[config.mk]
export PLATFORM = sky130hd
export DESIGN_NAME = ecc_job_arbiter
export DESIGN_NICKNAME = d
export VERILOG_FILES = /design/src/rtl/ecc_job_arbiter.sv
export SDC_FILE = /design/constraint.sdc
export NUM_CORES = 1
export LEC_CHECK = 0
export CAP_MARGIN = 30
export CORE_AREA = 10 10 545 547
export DETAILED_ROUTE_END_ITERATION = 8
export DIE_AREA = 0 0 555 557
export PLACE_DENSITY_LB_ADDON = 0.15
export SYNTH_ARGS = -nofsm -noshare
export SYNTH_HDL_FRONTEND = slang
export SYNTH_SLANG_ARGS = --single-unit
[constraint.sdc]
create_clock -name clk -period 2.52 [get_ports clk]
set_input_delay 0.252 -clock clk [delete_from_list [all_inputs] [get_ports clk]]
set_output_delay 0.252 -clock clk [all_outputs]
set_load 0.03 [all_outputs]
[src/rtl/ecc_job_arbiter.sv]
// Round-robin arbiter that shares one ECC core between two requesters.
// It loads X/Y/K into the core, watches for done or timeout, returns the result and cools the core down.
module ecc_job_arbiter #(
  parameter int unsigned TIMEOUT_CYCLES = 1000000,
  parameter int unsigned COOL_CYCLES    = 2,
  parameter int unsigned TMR_W          = 20
) (
  input  logic         clk,
  input  logic         rst_n,
  input  logic [1:0]   req,
  input  logic [127:0] x0,
  input  logic [127:0] y0,
  input  logic [127:0] k0,
  input  logic [127:0] x1,
  input  logic [127:0] y1,
  input  logic [127:0] k1,
  output logic [1:0]   gnt,
  output logic [1:0]   rsp_valid,
  output logic         rsp_err,
  output logic [127:0] rsp_dx,
  output logic [127:0] rsp_dy,
  output logic         busy,
  output logic         owner,
  output logic         core_enable,
  output logic [127:0] core_din,
  input  logic         core_done,
  input  logic [127:0] core_dx,
  input  logic [127:0] core_dy
);

  localparam int unsigned CoolW = (COOL_CYCLES > 1) ? $clog2(COOL_CYCLES) : 1;
  localparam logic [TMR_W-1:0] TmrLast  = TMR_W'(TIMEOUT_CYCLES - 1);
  localparam logic [CoolW-1:0] CoolLast = CoolW'(COOL_CYCLES - 1);

  typedef enum logic [2:0] {StIdle, StLoad, StCompute, StResp, StCool} state_e;

  state_e state_q, state_d;

  logic             rr_q, rr_d;
  logic             owner_q, owner_d;
  logic [1:0]       load_cnt_q, load_cnt_d;
  logic [TMR_W-1:0] timer_q, timer_d;
  logic [CoolW-1:0] cool_cnt_q, cool_cnt_d;
  logic [127:0]     x_q, x_d, y_q, y_d, k_q, k_d;
  logic [1:0]       gnt_q, gnt_d;
  logic [1:0]       rsp_valid_q, rsp_valid_d;
  logic             rsp_err_q, rsp_err_d;
  logic [127:0]     rsp_dx_q, rsp_dx_d, rsp_dy_q, rsp_dy_d;
  logic             busy_q, busy_d;
  logic             core_enable_q, core_enable_d;
  logic [127:0]     core_din_q, core_din_d;

  logic       win;
  logic [1:0] win_mask;
  logic [1:0] own_mask;
  logic       timed_out;

  // With both ports requesting, the round-robin pointer decides.
  assign win       = (req == 2'b11) ? rr_q : req[1];
  assign win_mask  = win ? 2'b10 : 2'b01;
  assign own_mask  = owner_q ? 2'b10 : 2'b01;
  assign timed_out = (timer_q == TmrLast);

  always_ff @(posedge clk or negedge rst_n) begin
    if (!rst_n) begin
      state_q <= StIdle;
    end else begin
      state_q <= state_d;
    end
  end

  always_comb begin
    state_d = state_q;
    unique case (state_q)
      StIdle:    if (req != 2'b00) state_d = StLoad;
      StLoad:    if (load_cnt_q == 2'd2) state_d = StCompute;
      StCompute: if (core_done || timed_out) state_d = StResp;
      StResp:    state_d = StCool;
      StCool:    if (cool_cnt_q == CoolLast) state_d = StIdle;
      default:   state_d = StIdle;
    endcase
  end

  // Registered outputs are computed one cycle ahead, keyed on the state being entered.
  always_comb begin
    gnt_d         = 2'b00;
    rsp_valid_d   = 2'b00;
    core_din_d    = '0;
    rsp_err_d     = rsp_err_q;
    rsp_dx_d      = rsp_dx_q;
    rsp_dy_d      = rsp_dy_q;
    owner_d       = owner_q;
    rr_d          = rr_q;
    x_d           = x_q;
    y_d           = y_q;
    k_d           = k_q;
    load_cnt_d    = load_cnt_q;
    timer_d       = timer_q;
    cool_cnt_d    = cool_cnt_q;
    busy_d        = (state_d != StIdle);
    core_enable_d = (state_d == StLoad) || (state_d == StCompute);
    unique case (state_q)
      StIdle: begin
        if (req != 2'b00) begin
          gnt_d      = win_mask;
          owner_d    = win;
          load_cnt_d = 2'd0;
          x_d        = win ? x1 : x0;
          y_d        = win ? y1 : y0;
          k_d        = win ? k1 : k0;
          core_din_d = x_d;
        end
      end
      StLoad: begin
        load_cnt_d = load_cnt_q + 2'd1;
        case (load_cnt_q)
          2'd0:    core_din_d = y_q;
          2'd1:    core_din_d = k_q;
          default: core_din_d = '0;
        endcase
        if (load_cnt_q == 2'd2) timer_d = '0;
      end
      StCompute: begin
        if (timer_q != '1) timer_d = timer_q + 1'b1;
        // A done in the final timer cycle still counts as success.
        if (core_done) begin
          rsp_dx_d    = core_dx;
          rsp_dy_d    = core_dy;
          rsp_err_d   = 1'b0;
          rsp_valid_d = own_mask;
        end else if (timed_out) begin
          rsp_dx_d    = '0;
          rsp_dy_d    = '0;
          rsp_err_d   = 1'b1;
          rsp_valid_d = own_mask;
        end
      end
      StResp: begin
        rr_d       = ~owner_q;
        cool_cnt_d = '0;
      end
      StCool: cool_cnt_d = cool_cnt_q + 1'b1;
      default: ;
    endcase
  end

  always_ff @(posedge clk or negedge rst_n) begin
    if (!rst_n) begin
      rr_q          <= 1'b0;
      owner_q       <= 1'b0;
      load_cnt_q    <= '0;
      timer_q       <= '0;
      cool_cnt_q    <= '0;
      x_q           <= '0;
      y_q           <= '0;
      k_q           <= '0;
      gnt_q         <= '0;
      rsp_valid_q   <= '0;
      rsp_err_q     <= 1'b0;
      rsp_dx_q      <= '0;
      rsp_dy_q      <= '0;
      busy_q        <= 1'b0;
      core_enable_q <= 1'b0;
      core_din_q    <= '0;
    end else begin
      rr_q          <= rr_d;
      owner_q       <= owner_d;
      load_cnt_q    <= load_cnt_d;
      timer_q       <= timer_d;
      cool_cnt_q    <= cool_cnt_d;
      x_q           <= x_d;
      y_q           <= y_d;
      k_q           <= k_d;
      gnt_q         <= gnt_d;
      rsp_valid_q   <= rsp_valid_d;
      rsp_err_q     <= rsp_err_d;
      rsp_dx_q      <= rsp_dx_d;
      rsp_dy_q      <= rsp_dy_d;
      busy_q        <= busy_d;
      core_enable_q <= core_enable_d;
      core_din_q    <= core_din_d;
    end
  end

  assign gnt         = gnt_q;
  assign rsp_valid   = rsp_valid_q;
  assign rsp_err     = rsp_err_q;
  assign rsp_dx      = rsp_dx_q;
  assign rsp_dy      = rsp_dy_q;
  assign busy        = busy_q;
  assign owner       = owner_q;
  assign core_enable = core_enable_q;
  assign core_din    = core_din_q;

endmodule

==> results.ini, run 1 <==
[outcome]
status=finished, final reports clean

[timing]
fin_setup_tns_ns=0
max_freq_ghz=0.4249
skew_ns=0.05277
whs_ns=0.1241
setup_viol=0
relSlewSlack=0.5474
maxSlewViolCount=0
worstMarginPinSlew_ns=0.6600
hold_viol_final=0
fin_ws_ns=0.1664
finalCriticalPeriod_ns=2.354
rsz0062_at_grt=false
post-route-period-util=0.9340

[pwr]
pwr-share-comb=0.488
p_leak_nw=21.69
p_seq_frac=0.299
power_density_nw_per_um2=1247
clkPwrFrac=0.213
p_switching_mw=27.92
irDropWorstVdd_uv=623.4
intPower_mw=37.18
power_mw=65.09
sw_frac_of_total=0.4288

[synthesis]
synth-seq-area-share=0.5862
synthArstFlopShare=1.000
ys_top_cells_by_area=dfrtp_1 (59%), mux2i_1 (8.9%), a22o_1 (7.8%), o21ai_0 (4.5%), a221o_1 (4.4%)
yosysTopAreaCellShare=0.5862
ys_types=54
synth_compound_area_frac=0.2094
synth-edff-count=0
syn_inst=2452
post-synth-top-count-cell=dfrtp_1
avgSynthCellArea_um2=11.75
synth.top_cells.by_count=dfrtp_1 (675), nand2_1 (274), o21ai_0 (261)
synth_top_family_by_area=compound AO/OA/AOI/OAI gates
ys_warn_count=0
synth_fp_nets=3485
dominantRegCellSynth=dfrtp_1
synth_mux_area_frac=0.08927
ys_seq_elements=675
synth_xor_area_frac=0.003647
synth_fa_ha_area_frac=0.001737
synth.largest_area_cell=dfrtp_1
yosys.area_share.simple=0.06960
syn_area_um2=28820

[floorplanning]
die-height_um=557
io_pins=1421
die_area_um2=309100
start_util=0.1006
num_rows=197
die_width_um=555
core-area_um2=286400

[grt]
grt_max_degree=60
grt_pass1_vias=29283
grt_overflow=0
grt_first_pass_wirelength_um=288100
antenna_found_initial=163
grtUsageMet2=0.2461
grtUsageMet1=0.1405
use_met3=0.06255
top_usage_layer=met2
track_usage=0.1361

[setup_path]
critical_path_arrival_ns=2.90
startpoint_type=flip-flop
worst_path_max_delay_cell=mux2i_1
end_kind=flip-flop
cpMostUsedCell=buf_4
cp.required_ns=3.06
crit_chain=o21ai_4 > buf_12 > buf_4 > mux2i_1 > buf_4 > o21ai_0
crit_fanout=39
max_stage_delay_ns=0.59
criticalPathCategory=reg2reg

[finish]
ff_latch_area_um2=16890
fillers=31582
area_growth_syn_to_layout_pct=81.20
drive_above_1_share=0.09881
design_area_um2=52210
multi_input_area_um2=10830
fin_nets=4999

[clock_tree]
cts_root_buffer=clkbuf_16
hold_buffers=1
cts.clk_slew.worst_paths_ns=0.07
cts_resized=0
cts_tree=yes
cts_setup_buffers=0
cts-htree-levels=3
cts_buffers=95
clock-sinks=675
clock_latency_ns=0.72
cts_max_path_buffers=3

[place]
gp_congestion=0.7846
dp_hpwl_um=184400
port_buffers=1420
place_ws_ns=-0.08332
placed_cell_area_um2=48910

[route]
viasPerCell=3.478
antenna_left=0
wl_per_cell_um=28.08
drt_iter0_drc=1475
drtPass1Iterations=5
drt_wl_total_um=221100
vias=27384
drc=0

[hold_path]
min_path_type=in2reg

[job]
drv_cap=0

## metrics by stage
step | std cells | utilization
global route | 7842 | 0.1820
global placement | 7647 | 0.1706
finish | 7873 | 0.1823
detailed placement | 7649 | 0.1708
CTS | 7819 | 0.1818
floorplan | 2452 | -
## power by group through the flow
stage	registers, mW	clock network (mW)	logic (mW)
3_5_place_dp	19.7	0	32.9
2_1_floorplan	24.0	0	10.6
6_report	19.4	13.9	31.8
3_3_place_gp	19.7	0	32.8
5_1_grt	20.1	14.9	34.3
4_1_cts	19.6	14.6	33.0
## path summary, 6_finish.rpt
kind,endpoint,cells past startpoint,slack [ns],start
setup / recovery,k_q[95]$_DFFE_PN0P_,6,0.17,rr_q$_DFFE_PN0N_
hold / removal,rsp_dy[125]$_DFFE_PN0P_,2,0.12,core_dy[125]
setup reg to reg,k_q[95]$_DFFE_PN0P_,6,0.17,rr_q$_DFFE_PN0N_
hold reg to reg,k_q[101]$_DFFE_PN0P_,2,0.48,k_q[101]$_DFFE_PN0P_
max in group asynchronous,rsp_dx[118]$_DFFE_PN0P_,4,1.37,rst_n
min in group asynchronous,y_q[101]$_DFFE_PN0P_,2,0.16,rst_n
## cell usage in the layout (no fill, tap or decap), types with 5 or more instances in the layout
cell,n
clkdlybuf4s50_1,1417
dfrtp_1,675
nand2_1,274
o21ai_0,261
a22o_1,257
mux2i_1,256
buf_4,171
nor2_1,151
a22oi_1,128
a221o_1,128
clkbuf_16,97
diode_2,54
buf_12,47
clkbuf_8,26
clkinv_2,16
clkbuf_1,16
xnor2_1,12
nand3_1,8
a21oi_1,8
inv_1,5
nor4_2,5
and3_1,5
clkinv_4,5
## flip-flops by register name (all words and copies together), names as in the netlist
signal,cells
core_din,128
k_q,128
rsp_dx,128
rsp_dy,128
y_q,128
timer_q,20
state_q,3
gnt,2
load_cnt_q,2
rsp_valid,2
busy,1
cool_cnt_q,1
core_enable,1
owner,1
rr_q,1
rsp_err,1
## area by class of cell
cell class / instances / share of cell area
clock buffers: 139 / 0.05449
clock inverters: 30 / 0.006039
diodes: 54 / 0.002588
multi-input cells: 1551 / 0.2075
well taps: 3781 / 0.09061
inverters: 5 / 0.0003595
flip-flops and latches: 675 / 0.3235
repair buffers: 1638 / 0.3150
## kinds of logic (layout without fill, tap and decap cells)
family          after synthesis  count (layout)
compound gates              805             805
flops                       675             675
simple gates                473             473
mux                         257             257
buf+inv                     226            1812
xor+xnor                     12              12
fa+ha+maj                     4               4
other cells                   0              54
## routing by layer
layer  wire, um  vias up
met3      21680      349
li1           -    12237
met4       5727      122
met1      79010    13477
met2     113900     1199
met5        749        -
## worst max-delay path: cells and delay by family, from the launching register on
kind	cells	cell delay [ns]
flops	1	0.43
compound gates	2	0.30
buf+inv	3	0.74
mux	1	0.59
(Power assumes the default switching activity.)
==> inputs of run 2 (changes only) <==
- ABC_AREA: unset -> 1
- CORE_AREA: 10 10 545 547 -> 10 10 544 546
- DIE_AREA: 0 0 555 557 -> 0 0 554 556
==> run 2 against run 1 <==
Against the previous run: setup slack worse by 0.046 ns; worst hold slack worse by 0.057 ns; core utilization up 2.0 points; sequential power down 5%; synthesized cell count up 46%; clock skew down 0.014 ns; area after synthesis up 3.4%; combinational power up 8.8%; clock-buffer cell count up 16.
==> results.ini, run 2 <==
[clock_tree]
cts_max_path_buffers=4  ; was 3
cts-htree-levels=3  ; unchanged
cts.clk_slew.worst_paths_ns=0.06  ; was 0.07 ns
cts_root_buffer=clkbuf_16  ; unchanged
cts_buffers=103  ; was 95
cts_tree=yes  ; unchanged
clock-sinks=675  ; unchanged
clock_latency_ns=0.81  ; was 0.72 ns

[synthesis]
ys_seq_elements=675  ; unchanged
ys_top_cells_by_area=dfrtp_1 (57%), nand2_1 (16%), o22ai_1 (8.1%), o21ai_0 (4.6%), inv_1 (3.6%)  ; was dfrtp_1 (59%), mux2i_1 (8.9%), a22o_1 (7.8%), o21ai_0 (4.5%), a221o_1 (4.4%)
ys_types=27  ; was 54
synthArstFlopShare=1.000  ; unchanged
synth-seq-area-share=0.5668  ; was 0.5862
ys_warn_count=0  ; unchanged
synth.largest_area_cell=dfrtp_1  ; unchanged
syn_inst=3590  ; was 2452
yosysTopAreaCellShare=0.5668  ; was 0.5862
avgSynthCellArea_um2=8.301  ; was 11.75 um^2
synth-edff-count=0  ; unchanged
dominantRegCellSynth=dfrtp_1  ; unchanged
synth.top_cells.by_count=nand2_1 (1233), dfrtp_1 (675), o22ai_1 (384)  ; was dfrtp_1 (675), nand2_1 (274), o21ai_0 (261)
syn_area_um2=29800  ; was 28820 um^2
synth_fp_nets=4623  ; was 3485
post-synth-top-count-cell=nand2_1  ; was dfrtp_1

[timing]
skew_ns=0.03835  ; was 0.05277 ns
post-route-period-util=0.9522  ; was 0.9340
whs_ns=0.06673  ; was 0.1241 ns
fin_ws_ns=0.1204  ; was 0.1664 ns
max_freq_ghz=0.4167  ; was 0.4249 GHz
fin_setup_tns_ns=0  ; unchanged
relSlewSlack=0.4149  ; was 0.5474
hold_viol_final=0  ; unchanged
setup_viol=0  ; unchanged
worstMarginPinSlew_ns=0.8776  ; was 0.6600 ns
finalCriticalPeriod_ns=2.400  ; was 2.354 ns
rsz0062_at_grt=false  ; unchanged
maxSlewViolCount=0  ; unchanged

[route]
drt_iter0_drc=2053  ; was 1475
drtPass1Iterations=5  ; unchanged
wl_per_cell_um=24.86  ; was 28.08 um
drc=0  ; unchanged
antenna_left=0  ; unchanged
drt_wl_total_um=233000  ; was 221100 um
viasPerCell=3.553  ; was 3.478
vias=33299  ; was 27384

[floorplanning]
io_pins=1421  ; unchanged
die_area_um2=308000  ; was 309100 um^2
num_rows=196  ; was 197
die-height_um=556  ; was 557 um
core-area_um2=284500  ; was 286400 um^2
die_width_um=554  ; was 555 um
start_util=0.1048  ; was 0.1006

[place]
gp_congestion=0.8203  ; was 0.7846
place_ws_ns=0.1213  ; was -0.08332 ns
dp_hpwl_um=187200  ; was 184400 um
placed_cell_area_um2=49300  ; was 48910 um^2
port_buffers=1420  ; unchanged

[pwr]
power_density_nw_per_um2=1179  ; was 1247 nW/um^2
sw_frac_of_total=0.4514  ; was 0.4288
clkPwrFrac=0.217  ; was 0.213
power_mw=67.71  ; was 65.09 mW
pwr-share-comb=0.511  ; was 0.488
intPower_mw=37.14  ; was 37.18 mW
p_switching_mw=30.57  ; was 27.92 mW
p_seq_frac=0.272  ; was 0.299
irDropWorstVdd_uv=596.9  ; was 623.4 uV
p_leak_nw=24.55  ; was 21.69 nW

[setup_path]
critical_path_arrival_ns=2.15  ; was 2.90 ns
max_stage_delay_ns=0.85  ; was 0.59 ns
criticalPathCategory=reg2out  ; was reg2reg
end_kind=output port  ; was flip-flop
cp.required_ns=2.27  ; was 3.06 ns
cpLargestDelayFamily=buffers and inverters  ; unchanged
crit_fanout=1  ; was 39
crit_chain=clkdlybuf4s50_1  ; was o21ai_4 > buf_12 > buf_4 > mux2i_1 > buf_4 > o21ai_0
worst_path_max_delay_cell=clkdlybuf4s50_1  ; was mux2i_1
cp_num_buf_inv=1  ; was 3
startpoint_type=flip-flop  ; unchanged

[grt]
grt_pass1_vias=35358  ; was 29283
antenna_found_initial=124  ; was 163
grt_max_degree=81  ; was 60
grt_first_pass_wirelength_um=313100  ; was 288100 um
track_usage=0.1438  ; was 0.1361
grt_overflow=0  ; unchanged

[finish]
area_growth_syn_to_layout_pct=92.67  ; was 81.20%
layout.cells.most_common=clkdlybuf4s50_1  ; unchanged
design_area_um2=57420  ; was 52210 um^2
final_cell_mix=clkdlybuf4s50_1 (1403), nand2_1 (1233), dfrtp_1 (675)  ; was clkdlybuf4s50_1 (1417), dfrtp_1 (675), nand2_1 (274)
drive_above_1_share=0.06050  ; was 0.09881
fin_nets=6525  ; was 4999

[hold_path]
min_path_type=in2reg  ; unchanged

[job]
drv_cap=0  ; unchanged

[outcome]
status=finished, final reports clean  ; unchanged

## run 2: cell count changes after synthesis, sizes merged, moves of 150 or more
cell / delta
mux2i: -257
o22ai: +384
nand2: +961
nand3: +150
a22o: -257
inv: +292
## run 2: repair_timing
item | 4_1_cts | 5_1_grt
setup endpoints to repair | 13 | 2
hold buffers | 467 | 0
pin swaps | 0 | 1
setup buffers | 0 | 2
endpoints found under the hold margin | 399 | 0
gates resized for setup | 13 | 1
## run 2: layer usage
layer / global-route usage / up-vias / routed length [um]
li1: - / 15494 / -
met1: 0.1834 / 16229 / 101000
met2: 0.2400 / 1222 / 109600
met3: 0.04422 / 292 / 17350
met4: 0.02814 / 62 / 4613
met5: 0 / - / 367
## run 2: final cells by class
cell class	count	area (um^2)
fillers	31722	227100
repair buffers	2039	20620
flip-flops and latches	675	16890
multi-input cells	2375	10580
well taps	3762	4707
clock buffers	155	3023
inverters	298	1175
clock inverters	28	312.8
diodes	40	100.1
## run 2: power groups by stage
stage	combinational [mW]	sequential (mW)	clock [mW]
3_3_place_gp	34.6	18.7	0
3_5_place_dp	34.7	18.7	0
4_1_cts	35.5	18.5	15.3
5_1_grt	37.3	19.0	15.7
2_1_floorplan	11.4	23.6	0
6_report	34.6	18.4	14.7
## run 2: cell families after synthesis
family,count (synthesis),share of synthesized area
AND/OR/NAND/NOR,1707,0.2244
XOR/XNOR,6,0.001763
AO/OA/AOI/OAI,658,0.1266
adder cells (fa/ha/maj),4,0.001680
flip-flops,675,0.5668
buffers and inverters,540,0.07868
## run 2: worst paths after layout
check	start	end	slack, ns	depth (start not counted)
setup / recovery	core_din[127]$_DFF_PN0_	core_din[127]	0.12	1
hold / removal	x1[89]	core_din[89]$_DFF_PN0_	0.07	3
setup reg to reg	load_cnt_q[0]$_DFFE_PN0P_	core_din[17]$_DFF_PN0_	0.15	8
hold reg to reg	rsp_dy[52]$_DFFE_PN0P_	rsp_dy[52]$_DFFE_PN0P_	0.47	2
max in group asynchronous	rst_n	core_din[84]$_DFF_PN0_	1.44	3
min in group asynchronous	rst_n	y_q[10]$_DFFE_PN0P_	0.14	2
## run 2: stage by stage
step | cells | util
after CTS | 9330 | 0.2014
after floorplan | 3590 | -
final | 9372 | 0.2018
after detailed placement | 8680 | 0.1733
after global placement | 8680 | 0.1733
after global routing | 9349 | 0.2016
==> inputs of run 3 (changes only) <==
- CORE_AREA: 10 10 544 546 -> 10 10 550 552
- DIE_AREA: 0 0 554 556 -> 0 0 560 562
- clock period: 2.52 -> 3 ns (I/O delays scaled with it)
==> run 3 against run 2 <==
Against the previous run: sequential share of layout area rose by 0.99 points; sequential cell count did not move; core utilization fell by 1.1 points; clock power fell by 14%; first-iteration DRC count fell by 8.2%; clock skew rose by 0.013 ns; sequential power fell by 15%; die area rose by 2.2%; global-route usage barely moved; register-to-register slack improved by 0.16 ns; final cell count fell by 0.82%; critical path depth rose by 7; critical path type is now reg2reg.
==> results.ini, run 3 (synthesis results as in run 2) <==
[job]
drv_cap=0  ; unchanged

[route]
drc=0  ; unchanged
drt_wl_total_um=238400  ; was 233000 um
drt_iter0_drc=1885  ; was 2053
vias=32804  ; was 33299
viasPerCell=3.529  ; was 3.553
wl_per_cell_um=25.65  ; was 24.86 um
antenna_left=0  ; unchanged
drtPass1Iterations=8  ; was 5

[grt]
grt_pass1_vias=34440  ; was 35358
track_usage=0.1441  ; was 0.1438
grt_max_degree=137  ; was 81
grt_first_pass_wirelength_um=317300  ; was 313100 um
grt_overflow=0  ; unchanged
antenna_found_initial=134  ; was 124

[pwr]
sw_frac_of_total=0.4482  ; was 0.4514
intPower_mw=31.60  ; was 37.14 mW
p_leak_nw=23.62  ; was 24.55 nW
p_seq_frac=0.273  ; was 0.272
clkPwrFrac=0.220  ; was 0.217
pwr-share-comb=0.507  ; was 0.511
irDropWorstVdd_uv=439.7  ; was 596.9 uV
p_switching_mw=25.67  ; was 30.57 mW
power_density_nw_per_um2=1031  ; was 1179 nW/um^2

[floorplanning]
die-height_um=562  ; was 556 um
core-area_um2=290600  ; was 284500 um^2
start_util=0.1025  ; was 0.1048
num_rows=198  ; was 196
io_pins=1421  ; unchanged
die_area_um2=314700  ; was 308000 um^2
die_width_um=560  ; was 554 um

[timing]
post-route-period-util=0.8969
worstMarginPinSlew_ns=0.8940  ; was 0.8776 ns
rsz0062_at_grt=false  ; unchanged
setup_viol=0  ; unchanged
hold_viol_final=0  ; unchanged
fin_ws_ns=0.3092  ; was 0.1204 ns
skew_ns=0.05166  ; was 0.03835 ns
finalCriticalPeriod_ns=2.691
max_freq_ghz=0.3716
maxSlewViolCount=0  ; unchanged
relSlewSlack=0.4040  ; was 0.4149
fin_setup_tns_ns=0  ; unchanged

[setup_path]
crit_fanout=50  ; was 1
crit_chain=inv_1 > ha_1 > inv_6 > buf_4 > o22ai_1 > nand2_1 > nand3_1 > dlygate4sd3_1  ; was clkdlybuf4s50_1
cp.required_ns=3.68  ; was 2.27 ns
reg2reg_from=load_cnt_q[1]$_DFFE_PN0P_  ; was load_cnt_q[0]$_DFFE_PN0P_
worstSetupStartpoint=load_cnt_q[1]$_DFFE_PN0P_  ; was core_din[127]$_DFF_PN0_
criticalPathCategory=reg2reg  ; was reg2out
worst_path_max_delay_cell=dlygate4sd3_1  ; was clkdlybuf4s50_1
end_kind=flip-flop  ; was output port
startpoint_type=flip-flop  ; unchanged
critical_path_arrival_ns=3.37  ; was 2.15 ns
max_stage_delay_ns=0.55  ; was 0.85 ns
cpLargestDelayFamily=buffers and inverters  ; unchanged
cp_num_buf_inv=4  ; was 1

[clock_tree]
cts_resized=0  ; was 13
cts_tree=yes  ; unchanged
clock-sinks=675  ; unchanged
cts_max_path_buffers=4  ; unchanged
clock_latency_ns=0.81  ; about the same
cts-htree-levels=3  ; unchanged
cts_root_buffer=clkbuf_16  ; unchanged
cts_buffers=105  ; was 103
cts.clk_slew.worst_paths_ns=0.06  ; about the same

[place]
gp_congestion=0.8621  ; was 0.8203
place_ws_ns=0.5520  ; was 0.1213 ns
placed_cell_area_um2=48950  ; was 49300 um^2
dp_hpwl_um=189800  ; was 187200 um
port_buffers=1420  ; unchanged

[finish]
drive_above_1_share=0.05150  ; was 0.06050
layout.cells.most_common=clkdlybuf4s50_1  ; unchanged
final_cell_mix=clkdlybuf4s50_1 (1419), nand2_1 (1233), dfrtp_1 (675)  ; was clkdlybuf4s50_1 (1403), nand2_1 (1233), dfrtp_1 (675)
area_growth_syn_to_layout_pct=86.39  ; was 92.67%
design_area_um2=55540  ; was 57420 um^2
fin_nets=6321  ; was 6525

[hold_path]
min_path_type=in2async  ; was in2reg

[outcome]
status=finished, final reports clean  ; unchanged

run 3: changes by cell type in the layout (fill, tap and decap cells not counted), sizes merged:
| cell | delta |
|---|---|
| clkinv | -4 |
| diode | -4 |
| clkdlybuf4s50 | +16 |
| bufinv | +3 |
| clkinvlp | +1 |
| dlygate4sd3 | -155 |
| buf | -54 |
| inv | -3 |
| clkbuf | -2 |
| dlygate4sd2 | -13 |
run 3: metrics by stage:
step                  util  power (mW)  std cells  hold WS [ns]
floorplan                -       29.38       3590      0.004409
global placement    0.1685       44.47       8768        0.2611
detailed placement  0.1685       44.60       8768        0.2757
CTS                 0.1908       58.91       9258    0.00009309
global route        0.1910       61.20       9275       0.03869
finish              0.1911       57.27       9295       0.05553
run 3: metal layers:
metal | global-route usage | part of all wire | routed length [um] | up-vias
li1 | - | - | - | 15101
met1 | 0.1790 | 0.42 | 100700 | 16029
met2 | 0.2401 | 0.47 | 111700 | 1290
met3 | 0.05062 | 0.086 | 20450 | 310
met4 | 0.03084 | 0.022 | 5161 | 74
met5 | 0 | 0.0019 | 464 | -
run 3: timing repair:
action,CTS,global route
hold buffers,312,0
setup buffers,0,1
hold endpoints to repair,453,0
setup endpoints to repair,0,21
run 3: final timing paths:
check / endpoint / slack [ns] / cells after the start
min in group clk: core_din[92]$_DFF_PN0_ / 0.10 / 3
worst min-delay path: k_q[82]$_DFFE_PN0P_ / 0.06 / 2
max in group asynchronous: core_din[106]$_DFF_PN0_ / 1.90 / 4
worst max-delay path: core_din[74]$_DFF_PN0_ / 0.31 / 8
worst max register to register: core_din[74]$_DFF_PN0_ / 0.31 / 8
worst min register to register: rsp_dy[10]$_DFFE_PN0P_ / 0.47 / 2
run 3: area by class of cell:
cell class / instances / area (um^2)
Antenna cell: 36 / 90.09
Timing Repair Buffer: 1833 / 18560
Clock buffer: 153 / 3009
Clock inverter: 25 / 362.8
Tap cell: 3900 / 4880
Sequential cell: 675 / 16890
Multi-Input combinational cell: 2375 / 10580
Fill cell: 32478 / 235100
Inverter: 298 / 1166
run 3: power groups by stage:
stage / Sequential, mW / Clock, mW / Combinational (mW)
detailed placement: 15.8 / 0 / 28.8
global route: 16.2 / 13.5 / 31.5
floorplan: 19.8 / 0 / 9.54
finish: 15.6 / 12.6 / 29.0
global placement: 15.8 / 0 / 28.6
CTS: 15.7 / 13.3 / 29.9
